`src/rtl/mem_read_arbiter_if.sv`:
```
// Bundle of the requester-side and memory-side read signals around the arbiter.
// No logic; the master modport is the arbiter's view, slave is the surroundings.
// Backpressure is carried by req_waitrequest / mem_waitrequest as plain wires.
interface mem_read_arbiter_if #(
    parameter int NUM_REQ    = 2,
    parameter int ADDR_WIDTH = 32,
    parameter int DATA_WIDTH = 64
);
    localparam int GW = $clog2(NUM_REQ);

    // requester side
    logic [NUM_REQ-1:0]            req_read;
    logic [NUM_REQ*ADDR_WIDTH-1:0] req_address;
    logic [NUM_REQ-1:0]            req_waitrequest;
    logic [NUM_REQ-1:0]            req_readdatavalid;
    logic [DATA_WIDTH-1:0]         req_readdata;

    // memory side
    logic [ADDR_WIDTH-1:0]         mem_address;
    logic                          mem_read;
    logic [DATA_WIDTH-1:0]         mem_readdata;
    logic                          mem_readdatavalid;
    logic                          mem_waitrequest;

    // status
    logic [GW-1:0]                 grant_id;
    logic                          busy;
    logic                          protocol_err;

    // the arbiter itself
    modport master (
        input  req_read, req_address, mem_readdata, mem_readdatavalid, mem_waitrequest,
        output req_waitrequest, req_readdatavalid, req_readdata,
               mem_address, mem_read, grant_id, busy, protocol_err
    );

    // requesters plus memory, as seen from outside the arbiter
    modport slave (
        output req_read, req_address, mem_readdata, mem_readdatavalid, mem_waitrequest,
        input  req_waitrequest, req_readdatavalid, req_readdata,
               mem_address, mem_read, grant_id, busy, protocol_err
    );
endinterface

```
`src/rtl/mem_read_arbiter.sv`:
```
// Round-robin share of one memory read port among NUM_REQ masters, one read in flight.
// Latency: request->mem_read 1 cycle; accept and data return pass through combinationally.
// Backpressure: mem_waitrequest stalls ISSUE indefinitely; other masters wait in waitrequest.
module mem_read_arbiter #(
    parameter int NUM_REQ        = 2,
    parameter int ADDR_WIDTH     = 32,
    parameter int DATA_WIDTH     = 64,
    parameter int TIMEOUT_CYCLES = 255
) (
    input  logic               clk,
    input  logic               rst,
    mem_read_arbiter_if.master bus
);
    localparam int GW = $clog2(NUM_REQ);

    typedef enum logic [1:0] {
        IDLE      = 2'd0,
        ISSUE     = 2'd1,
        WAIT_DATA = 2'd2
    } state_t;

    state_t        state;
    logic [GW-1:0] last_grant;
    logic [15:0]   tmo_cnt;

    logic          pick_vld;
    logic [GW-1:0] pick_idx;
    logic          accept;
    logic          beat;

    // command handed to memory this cycle / data beat belonging to the granted read
    assign accept = (state == ISSUE) && !bus.mem_waitrequest;
    assign beat   = (state == WAIT_DATA) && bus.mem_readdatavalid;

    // Round-robin search starting just after the last accepted master. Walking the
    // offsets from farthest to nearest lets the nearest requester overwrite the others.
    always_comb begin
        pick_vld = 1'b0;
        pick_idx = '0;
        for (int k = NUM_REQ; k >= 1; k--) begin
            if (bus.req_read[(int'(last_grant) + k) % NUM_REQ]) begin
                pick_vld = 1'b1;
                pick_idx = GW'((int'(last_grant) + k) % NUM_REQ);
            end
        end
    end

    // Per-master handshake strobes: only the granted master ever sees an accept or a beat.
    always_comb begin
        bus.req_waitrequest   = '1;
        bus.req_readdatavalid = '0;
        if (!rst && accept) begin
            bus.req_waitrequest[bus.grant_id] = 1'b0;
        end
        if (!rst && beat) begin
            bus.req_readdatavalid[bus.grant_id] = 1'b1;
        end
    end

    // Return data is a straight wire; the strobe above says whose it is.
    assign bus.req_readdata = bus.mem_readdata;

    // Arbitration FSM with all memory-side and status outputs registered.
    always_ff @(posedge clk or posedge rst) begin
        if (rst) begin
            state            <= IDLE;
            last_grant       <= GW'(NUM_REQ - 1);
            tmo_cnt          <= '0;
            bus.mem_read     <= 1'b0;
            bus.mem_address  <= '0;
            bus.grant_id     <= '0;
            bus.busy         <= 1'b0;
            bus.protocol_err <= 1'b0;
        end else begin
            // A beat with no read waiting for it belongs to nobody (e.g. issued before a reset).
            if (bus.mem_readdatavalid && (state != WAIT_DATA)) begin
                bus.protocol_err <= 1'b1;
            end

            case (state)
                IDLE: begin
                    if (pick_vld) begin
                        bus.grant_id    <= pick_idx;
                        bus.mem_address <= bus.req_address[int'(pick_idx)*ADDR_WIDTH +: ADDR_WIDTH];
                        bus.mem_read    <= 1'b1;
                        bus.busy        <= 1'b1;
                        state           <= ISSUE;
                    end
                end

                ISSUE: begin
                    // Priority only rotates once the command is actually taken.
                    if (!bus.mem_waitrequest) begin
                        bus.mem_read <= 1'b0;
                        last_grant   <= bus.grant_id;
                        tmo_cnt      <= '0;
                        state        <= WAIT_DATA;
                    end
                end

                WAIT_DATA: begin
                    // A beat on the final timeout cycle still wins over the timeout.
                    if (bus.mem_readdatavalid) begin
                        bus.busy <= 1'b0;
                        state    <= IDLE;
                    end else if (tmo_cnt == 16'(TIMEOUT_CYCLES - 1)) begin
                        bus.protocol_err <= 1'b1;
                        bus.busy         <= 1'b0;
                        state            <= IDLE;
                    end else begin
                        tmo_cnt <= tmo_cnt + 16'd1;
                    end
                end

                default: begin
                    bus.mem_read <= 1'b0;
                    bus.busy     <= 1'b0;
                    state        <= IDLE;
                end
            endcase
        end
    end
endmodule
```
`src/flat_wrapper.sv`:
```
// flat-port wrapper written by rule: the top's interface ports become plain ports
module mem_read_arbiter_flat 
#(
    parameter int NUM_REQ        = 2,
    parameter int ADDR_WIDTH     = 32,
    parameter int DATA_WIDTH     = 64,
    parameter int TIMEOUT_CYCLES = 255
)
  (clk, rst, bus_req_read, bus_req_address, bus_mem_readdata, bus_mem_readdatavalid, bus_mem_waitrequest, bus_req_waitrequest, bus_req_readdatavalid, bus_req_readdata, bus_mem_address, bus_mem_read, bus_grant_id, bus_busy, bus_protocol_err);
  mem_read_arbiter_if #(.NUM_REQ(NUM_REQ), .ADDR_WIDTH(ADDR_WIDTH), .DATA_WIDTH(DATA_WIDTH)) bus_i ();
  input  logic clk;
  input  logic rst;
  input wire logic [$bits(bus_i.req_read)-1:0] bus_req_read;
  input wire logic [$bits(bus_i.req_address)-1:0] bus_req_address;
  input wire logic [$bits(bus_i.mem_readdata)-1:0] bus_mem_readdata;
  input wire logic [$bits(bus_i.mem_readdatavalid)-1:0] bus_mem_readdatavalid;
  input wire logic [$bits(bus_i.mem_waitrequest)-1:0] bus_mem_waitrequest;
  output wire logic [$bits(bus_i.req_waitrequest)-1:0] bus_req_waitrequest;
  output wire logic [$bits(bus_i.req_readdatavalid)-1:0] bus_req_readdatavalid;
  output wire logic [$bits(bus_i.req_readdata)-1:0] bus_req_readdata;
  output wire logic [$bits(bus_i.mem_address)-1:0] bus_mem_address;
  output wire logic [$bits(bus_i.mem_read)-1:0] bus_mem_read;
  output wire logic [$bits(bus_i.grant_id)-1:0] bus_grant_id;
  output wire logic [$bits(bus_i.busy)-1:0] bus_busy;
  output wire logic [$bits(bus_i.protocol_err)-1:0] bus_protocol_err;
  assign bus_i.req_read = bus_req_read;
  assign bus_i.req_address = bus_req_address;
  assign bus_i.mem_readdata = bus_mem_readdata;
  assign bus_i.mem_readdatavalid = bus_mem_readdatavalid;
  assign bus_i.mem_waitrequest = bus_mem_waitrequest;
  assign bus_req_waitrequest = bus_i.req_waitrequest;
  assign bus_req_readdatavalid = bus_i.req_readdatavalid;
  assign bus_req_readdata = bus_i.req_readdata;
  assign bus_mem_address = bus_i.mem_address;
  assign bus_mem_read = bus_i.mem_read;
  assign bus_grant_id = bus_i.grant_id;
  assign bus_busy = bus_i.busy;
  assign bus_protocol_err = bus_i.protocol_err;
  mem_read_arbiter #(.NUM_REQ(NUM_REQ), .ADDR_WIDTH(ADDR_WIDTH), .DATA_WIDTH(DATA_WIDTH), .TIMEOUT_CYCLES(TIMEOUT_CYCLES)) u_core (.clk(clk), .rst(rst), .bus(bus_i));
endmodule
```
`config.mk`:
```
export PLATFORM = sky130hd
export DESIGN_NAME = mem_read_arbiter_flat
export DESIGN_NICKNAME = d
export VERILOG_FILES = /design/src/rtl/mem_read_arbiter_if.sv /design/src/rtl/mem_read_arbiter.sv /design/src/flat_wrapper.sv
export SDC_FILE = /design/constraint.sdc
export NUM_CORES = 1
export LEC_CHECK = 0
export BUFFER_PORTS_ARGS = -buffer_cell sky130_fd_sc_hd__buf_4
export CAP_MARGIN = 20
export CORE_ASPECT_RATIO = 2
export CORE_MARGIN = 2
export CORE_UTILIZATION = 30
export CTS_BUF_LIST = sky130_fd_sc_hd__clkbuf_8
export CTS_CLUSTER_DIAMETER = 60
export CTS_CLUSTER_SIZE = 12
export DETAILED_ROUTE_END_ITERATION = 16
export PLACE_DENSITY = 0.64
export RECOVER_POWER = 25
export SYNTH_ARGS = -nofsm -noshare
export SYNTH_HDL_FRONTEND = slang
export SYNTH_SLANG_ARGS = --single-unit
```
`constraint.sdc`:
```
create_clock -name clk -period 5.5 [get_ports clk]
set_clock_uncertainty 0.15 [all_clocks]
set_input_delay 0.275 -clock clk [delete_from_list [all_inputs] [get_ports clk]]
set_output_delay 0.275 -clock clk [all_outputs]
set_load 0.01 [all_outputs]
```
# After elaboration in Yosys (flattened, before gate mapping)
# Index checks and enable logic that the tools add are counted.
# op_classes
n_addsub	3
order_cmp	4
eq_ne	9
shift	1
muxes	33
bitwise_logic	6
reduce_logical	16
# ops
cell	count
variable part select 64 x 7 -> 32 bit	1
2-to-1 mux 16 bit	3
case mux 16 bit (2 select lines)	1
2-to-1 mux 1 bit	19
adder 16 x 1 -> 16 bit (second input constant)	1
== test 16 x 8 -> 1 bit (second input constant)	1
2-to-1 mux 2 bit	6
AND reduction 3 bit	3
inequality test 2 bit (second input constant)	4
logical AND 1 bit	6
less-than comparator 2 x 3 -> 1 bit (second input constant)	2
case mux 1 bit (3 select lines)	2
case mux 2 bit (3 select lines)	1
AND reduction 2 bit	2
AND reduction 4 bit	1
inequality test 3 bit (second input constant)	1
inverter 1 bit	3
adder 1 bit (second input constant)	2
bitwise AND 1 bit (first input constant)	2
== test 2 x 1 -> 1 bit (second input constant)	1
== test 2 bit (second input constant)	1
zero test 1 bit	2
zero test 2 bit	1
less-than comparator 1 x 2 -> 1 bit (second input constant)	1
other kinds (5)	5
# totals
ff_bits	55
input_bits	134
out_inout_bits	104
wordCells	80

# Logic depth before layout (Yosys ltp)
# Gate-level depths: netlist of the first run.
# logic_depth
depth_word	9
ltp_mapped	7

# Worst setup path after synthesis of the first run
# No wires, ideal clock.
# synth_path
kind	flip-flop to flip-flop
startpoint	register u_core.tmo_cnt[0]
endpoint	register u_core.tmo_cnt[1]
setup_time_ns	0.125
arrival_ns	1.985
required_ns	5.225
setup_slack_ns	3.240
stages_incl_launch_ff	8
period_less_slack_ns	2.260
cell_sequence	dfrtp_1 > inv_1 > ha_1 > or4b_4 > nor4_4 > a21o_1 > inv_2 > mux2_4
# synth_between
elab_chain_cells	4
word_cells_on_any_way	7
classes_between	add/sub (1); eq/ne (2); mux (3); reduce/logical (1)
# synth_rtl
item	line	source
start, declared	mem_read_arbiter.sv:24	logic [15:0] tmo_cnt;
start signal, assigned	mem_read_arbiter.sv:111	tmo_cnt <= tmo_cnt + 16'd1;
adder 16 x 1 -> 16 bit	mem_read_arbiter.sv:111	
2-to-1 mux 16 bit	mem_read_arbiter.sv:106	end else if (tmo_cnt == 16'(TIMEOUT_CYCLES - 1)) begin
2-to-1 mux 16 bit	mem_read_arbiter.sv:103	if (bus.mem_readdatavalid) begin
case mux 16 bit (2 select lines)	mem_read_arbiter.sv:80	case (state)
# Parallel ways exist; a longest one is shown, timed or not. The select of a mux whose other input is x is not followed.
# A chain may end at the register's enable or synchronous reset.

# Worst setup path after layout of the first run
# Ends and elaborated chain as after synthesis.

==> results of run 1 <==
cell families (layout without fill, tap and decap cells):
kind of cell | Yosys count | count (layout) | share of synthesized area, %
compound gates | 71 | 71 | 13.5
simple gates | 96 | 96 | 15.0
flops | 55 | 55 | 42.3
fa+ha+maj | 2 | 2 | 0.769
mux | 34 | 34 | 10.6
buf+inv | 88 | 128 | 17.8
worst max-delay path: cells and delay by family, from the launching register on:
family / cells / cell delay, ns
AOI/OAI and AO/OA: 1 / 0.48
DFF: 1 / 0.44
adders and majority gates: 1 / 0.15
and+or+nand+nor: 2 / 1.29
buffers and inverters: 2 / 0.25
muxes: 1 / 0.32
worst max path at each step:
| stage | startpoint | end | cells past startpoint |
|---|---|---|---|
| 5_1_grt | u_core.tmo_cnt[0]$_DFFE_PP0P_ | u_core.tmo_cnt[1]$_DFFE_PP0P_ | 7 |
| 6_report | u_core.tmo_cnt[0]$_DFFE_PP0P_ | u_core.tmo_cnt[1]$_DFFE_PP0P_ | 7 |
| 3_3_place_gp | u_core.tmo_cnt[0]$_DFFE_PP0P_ | u_core.tmo_cnt[1]$_DFFE_PP0P_ | 7 |
| 3_5_place_dp | u_core.tmo_cnt[0]$_DFFE_PP0P_ | u_core.tmo_cnt[1]$_DFFE_PP0P_ | 7 |
| 4_1_cts | u_core.tmo_cnt[0]$_DFFE_PP0P_ | u_core.tmo_cnt[1]$_DFFE_PP0P_ | 7 |
| 2_1_floorplan | u_core.tmo_cnt[0]$_DFFE_PP0P_ | u_core.tmo_cnt[1]$_DFFE_PP0P_ | 7 |
layer usage:
layer	share of wire, %	GRT usage (%)	up-vias	wire, um
li1	-	-	1217	-
met1	31	12.4	1211	2560
met2	55	26.3	103	4500
met3	5.9	1.73	65	489
met4	8.4	13.1	0	690
met5	0	0	-	0
sequential cells by signal, indices dropped and copies added, names as in the netlist:
signal and flops:
u_core.bus.grant_id 1, u_core.bus.protocol_err 1, u_core.tmo_cnt 16, u_core.bus.busy 1, u_core.last_grant 1, u_core.bus.mem_read 1, u_core.bus.mem_address 32, u_core.state 2
per-stage QoR:
stage          utilization, %  instances
3_5_place_dp             35.5        515
3_3_place_gp             35.5        515
2_1_floorplan               -        346
6_report                 36.6        523
4_1_cts                  36.6        523
5_1_grt                  36.6        523
cell type report:
class / instances / area [sq um]
inverter: 8 / 30.0
timing repair buffer: 112 / 841
multi-input combinational: 203 / 1320
tap: 137 / 171
fill: 1070 / 6690
sequential: 55 / 1380
clock inverter: 2 / 35.0
clock buffer: 6 / 82.6
power groups by stage:
stage	Clock (uW)	Combinational, uW	Sequential (uW)
floorplan	0	358	708
global placement	0	677	665
detailed placement	0	696	674
CTS	293	695	667
global route	304	746	689
finish	283	677	664
cell usage in the layout (no fill, tap or decap), drive strengths merged, types with 7 or more instances in the layout:
master and n:
nor3 8, mux2i 32, buf 112, nand2 45
dfrtp 54, nor2 9, o22a 9, nor3b 7
o21ai 43, inv 8
==> impl_metrics.toml, run 1 <==
[outcome]
status = "complete, no violations"

[floorplanning]
die_x_um = 77.6
ioPinCount = 238
die_area_sq_um = 11700
die_h_um = 151
num_rows = 53
coreArea_sq_um = 10500
initial_core_util_pct = 30.9

[yosys]
yosys_warnings = 0
syn_nets = 482
synth_async_sr_flop_share_pct = 100
synth_edf_count = 0
synth_common_cells = "buf_4, dfrtp_1, nand2_1, o21ai_0, mux2i_1"
synth_top_flop_cell = "dfrtp_1"
synthesis.area_sq_um = 3250
syn_avg_cell_area_sq_um = 9.41
ys_seq_area_share_pct = 42.3
yosysUniqueCellTypes = 40
synth_seq_cells = 55
syn_inst = 346
synth_top_area_share_pct = 41.5
yosysTopAreaCell = "dfrtp_1"
synth_most_common_cell = "buf_4"
ys_top_cells_by_area = "dfrtp_1, buf_4, mux2i_1"

[timing]
relSlewSlack_pct = 38.5
hold_viol_final = 0
worst_pin_slew_ns = 0.915
fmax_mhz = 313
slew_viol_final = 0
tns_ns = 0
period_share_pct = 58.1
hold_slack_ns = 0.0285
finalCriticalPeriod_ns = 3.19
grt_setup_unrepaired = "false"
setup_viol = 0
setup_slack_ns = 2.31

[route]
drt-wirelength-per-cell_um = 15.7
drt_iter0_drc = 64
viasPerCell = 4.96
vias = 2596
first_pass_iters = 4
final_antenna_net_count = 0
remaining_drc_errors = 0
routed_wl_mm = 8.23

[grt]
grt_start_max_net_pins = 63
grt_pass1_vias = 2600
antenna_found_initial = 0
gr-usage-all-layers_pct = 13.9
grt_pass1_wl_mm = 12.8
grt.overflow.total = 0

[layout]
fin_area_sq_um = 3860
nNetsFinal = 521
area_growth_pct = 18.5
drive_gt1_share_pct = 33.7
antennaDiodeCount = 0

[pwr]
p_switching_uw = 602
p_int_uw = 1020
power.total_uw = 1620
p_leak_uw = 0.00179
power.density_nw_per_um2 = 421
p_clk_share_pct = 17.4
ir_drop_v = 0.000245
combinationalPowerShare_pct = 41.7
p_seq_share_pct = 40.9
p_sw_share_pct = 37.1

[cts]
clk_pin_slew_ns = 0.10
root_buffer = "clkbuf_8"
clock_sinks = 55
cts_buffers = 5
cts_tree = "yes"
ctsHoldBuffers = 0
cts.repair.resized = 0
cts_htree_levels = 2
clkLatencyLatePin_ns = 0.32
cts_setup_buffers = 0
cts_buffer_depth = 2

[setup_path]
r2r_cells = 7
cpPeakStageDelay_ns = 0.82
crit_fanout = 17
worstPathRequired_ns = 5.56
reg2reg_to = "u_core.tmo_cnt[1]$_DFFE_PP0P_"
rrSetupSlack_ns = 2.31
critPathKind = "reg -> reg"
endpoint_kind = "register"
cp_slowest_cell = "nor4_4"
cp.arrival_ns = 3.25
worstPathCellList = "inv_1 -> ha_1 -> or4b_4 -> nor4_4 -> a21o_1 -> inv_2 -> mux2_4"
r2r_start = "u_core.tmo_cnt[0]$_DFFE_PP0P_"
start_kind = "register"

[placed_design]
dp_hpwl_mm = 6.33
portBuffers = 109
place_congestion = 0.812
pre_cts_ws_ns = 2.36
placed_area_sq_um = 3740

[flow_run]
cap_violations = 0

[min_path]
hold_class = "in -> async"
Note: power is estimated with default switching activity, not from simulation.
==> run 2: changes to the inputs <==
--- a/config.mk
+++ b/config.mk
@@ -14,7 +14,7 @@
 export CTS_CLUSTER_DIAMETER = 60
 export CTS_CLUSTER_SIZE = 12
 export DETAILED_ROUTE_END_ITERATION = 16
-export PLACE_DENSITY = 0.64
+export PLACE_DENSITY = 0.67
 export RECOVER_POWER = 25
 export SYNTH_ARGS = -nofsm -noshare
 export SYNTH_HDL_FRONTEND = slang
==> constraint.sdc (replaced) <==
create_clock -name clk -period 2.7 [get_ports clk]
set_clock_uncertainty 0.15 [all_clocks]
set_input_delay 0.135 -clock clk [delete_from_list [all_inputs] [get_ports clk]]
set_output_delay 0.135 -clock clk [all_outputs]
set_load 0.01 [all_outputs]
==> run 2 against run 1 <==
Net effect: the run now ends with negative hold slack left; register-to-register slack lost 2.1 ns; utilization up 6.3 points; die area unchanged; power up 120%; sequential share of layout area fell by 5.3 points; flip-flop and latch count did not move; worst setup slack worse by 2.1 ns; sequential power rose by 100%; cell area up 17%; cell count grew 13%; critical endpoint unchanged; highest routed layer unchanged.
==> impl_metrics.toml, run 2 (synthesis gave the netlist of run 1 again) <==
[timing]
setup_viol = 0
finalCriticalPeriod_ns = 2.45
hold_slack_ns = -0.00718
grt_setup_unrepaired = "false"
hold_viol_final = 3
setup_slack_ns = 0.250
slew_viol_final = 0
period_share_pct = 90.7
relSlewSlack_pct = 51.1
fmax_mhz = 408
tns_ns = 0
worst_pin_slew_ns = 0.731

[layout]
mostFrequentLayoutCells = "buf_4, dlygate4sd3_1, dfrtp_1, nand2_1, o21ai_0"
layout_commonest_cell = "buf_4"
fillers = 982
final_util_pct = 42.9
top_register = "u_core.bus.mem_address"
antennaDiodeCount = 0
multi_input_area_sq_um = 1320
nNetsFinal = 587
drive_gt1_share_pct = 29.6
regArea_sq_um = 1380
area_growth_pct = 39.0
top_regs = "u_core.bus.mem_address: 32 flops, u_core.tmo_cnt: 16 flops, u_core.state: 2 flops"
largest_reg_flops = 32

[floorplanning]
coreArea_sq_um = 10500
die_x_um = 77.6
num_rows = 53
ioPinCount = 238
die_h_um = 151
initial_core_util_pct = 30.9
die_area_sq_um = 11700

[cts]
cts_htree_levels = 2
cts_buffer_depth = 2
cts_buffers = 5
root_buffer = "clkbuf_8"
cts_setup_buffers = 0
clkLatencyLatePin_ns = 0.32
clk_pin_slew_ns = 0.10
cts_tree = "yes"
clock_sinks = 55

[placed_design]
place_congestion = 0.827
dp_hpwl_mm = 6.35
pre_cts_ws_ns = 0.146
portBuffers = 109

[pwr]
power.total_uw = 3550
power.density_nw_per_um2 = 785
p_leak_uw = 0.00208
ir_drop_v = 0.000629

[route]
drt_iter0_drc = 77
top_layer = "met4"
route.met3.wl_um = 514
drt-wirelength-per-cell_um = 15.5
vias = 2893
final_antenna_net_count = 0
viasPerCell = 4.91
route.met2.wl_mm = 4.93
first_pass_iters = 4
wl_met1_mm = 2.99
remaining_drc_errors = 0
routed_wl_mm = 9.13

[setup_path]
worstPathRequired_ns = 2.76
worst-path-stages = 7
cp.arrival_ns = 2.51
crit_fanout = 11
endpoint_kind = "register"
critPathBufInv = 2
cp_slowest_cell = "or4b_4"
cp_top_family = "simple AND/OR/NAND/NOR gates"
critPathKind = "reg -> reg"
start_kind = "register"
r2r_cells = 7
cpPeakStageDelay_ns = 0.47
worstPathCellList = "inv_1 -> ha_1 -> or4b_4 -> nor4_4 -> a21o_2 -> inv_2 -> mux2_4"

[grt]
grt_pass1_wl_mm = 14.3
grt.overflow.total = 0
grt_start_max_net_pins = 48
grt_pass1_vias = 3000
gr-usage-all-layers_pct = 15.3
antenna_found_initial = 0

[outcome]
status = "finished, violations left"
violations = "negative hold slack"

[min_path]
hold_class = "in -> reg"
min_path_cells = 3

[flow_run]
cap_violations = 0
[run 2: changes by cell type in the layout (fill, tap and decap cells not counted), sizes merged]
cell | previous run | this run
inv | 8 | 9
bufinv | 1 | 2
clkbuf | 6 | 5
clkinv | 1 | 0
dlygate4sd3 | 0 | 62
buf | 112 | 116
[run 2: report_power, final]
group / total (uW) / switching (uW) / internal [uW]
registers: 1350 / 225 / 1130
clock network: 649 / 282 / 367
logic: 1550 / 778 / 773
total: 3550 / 1280 / 2270
[run 2: stage by stage]
step	hold WS (ns)	std cells	cell area (sq um)
detailed placement	-0.0581	519	3770
finish	-0.00718	589	4520
floorplan	0.110	346	3250
CTS	0.000681	589	4520
global placement	-0.0607	519	3770
global route	0.00609	589	4520
[run 2: path summary, 6_finish.rpt]
path / startpoint / end / slack, ns
max in group asynchronous: rst / u_core.bus.mem_address[10]$_DFFE_PP0P_ / 1.38
min: bus_req_address[19] / u_core.bus.mem_address[19]$_DFFE_PP0P_ / -0.007
min in group asynchronous: rst / u_core.bus.mem_read$_DFFE_PP0P_ / 0.16
max: u_core.tmo_cnt[0]$_DFFE_PP0P_ / u_core.tmo_cnt[1]$_DFFE_PP0P_ / 0.25
min reg2reg: u_core.bus.mem_address[9]$_DFFE_PP0P_ / u_core.bus.mem_address[9]$_DFFE_PP0P_ / 0.34
max reg2reg: u_core.tmo_cnt[0]$_DFFE_PP0P_ / u_core.tmo_cnt[1]$_DFFE_PP0P_ / 0.25
[run 2: repair_timing]
item,in CTS,in global routing
endpoints found under the setup margin,0,1
hold buffers,62,0
hold endpoints to repair,42,0
gates resized for setup,0,1
[run 2: area by class of cell]
type | count | share of cell area [%]
timing repair buffer | 178 | 33.0
clock inverter | 3 | 1.41
multi-input combinational | 203 | 29.2
tap | 137 | 3.79
clock buffer | 5 | 1.52
sequential | 55 | 30.4
inverter | 8 | 0.664
[run 2: routing by layer]
metal  up-vias  global-route usage, %
li1       1349                      -
met1      1364                   14.6
met2       113                   28.0
met3        67                   2.62
met4         0                   13.0
met5         -                      0
[run 2: tightest hold or removal path, stage by stage]
cell and delay (ns):
buf_4 0.08, mux2i_1 0.05, o21ai_0 0.17
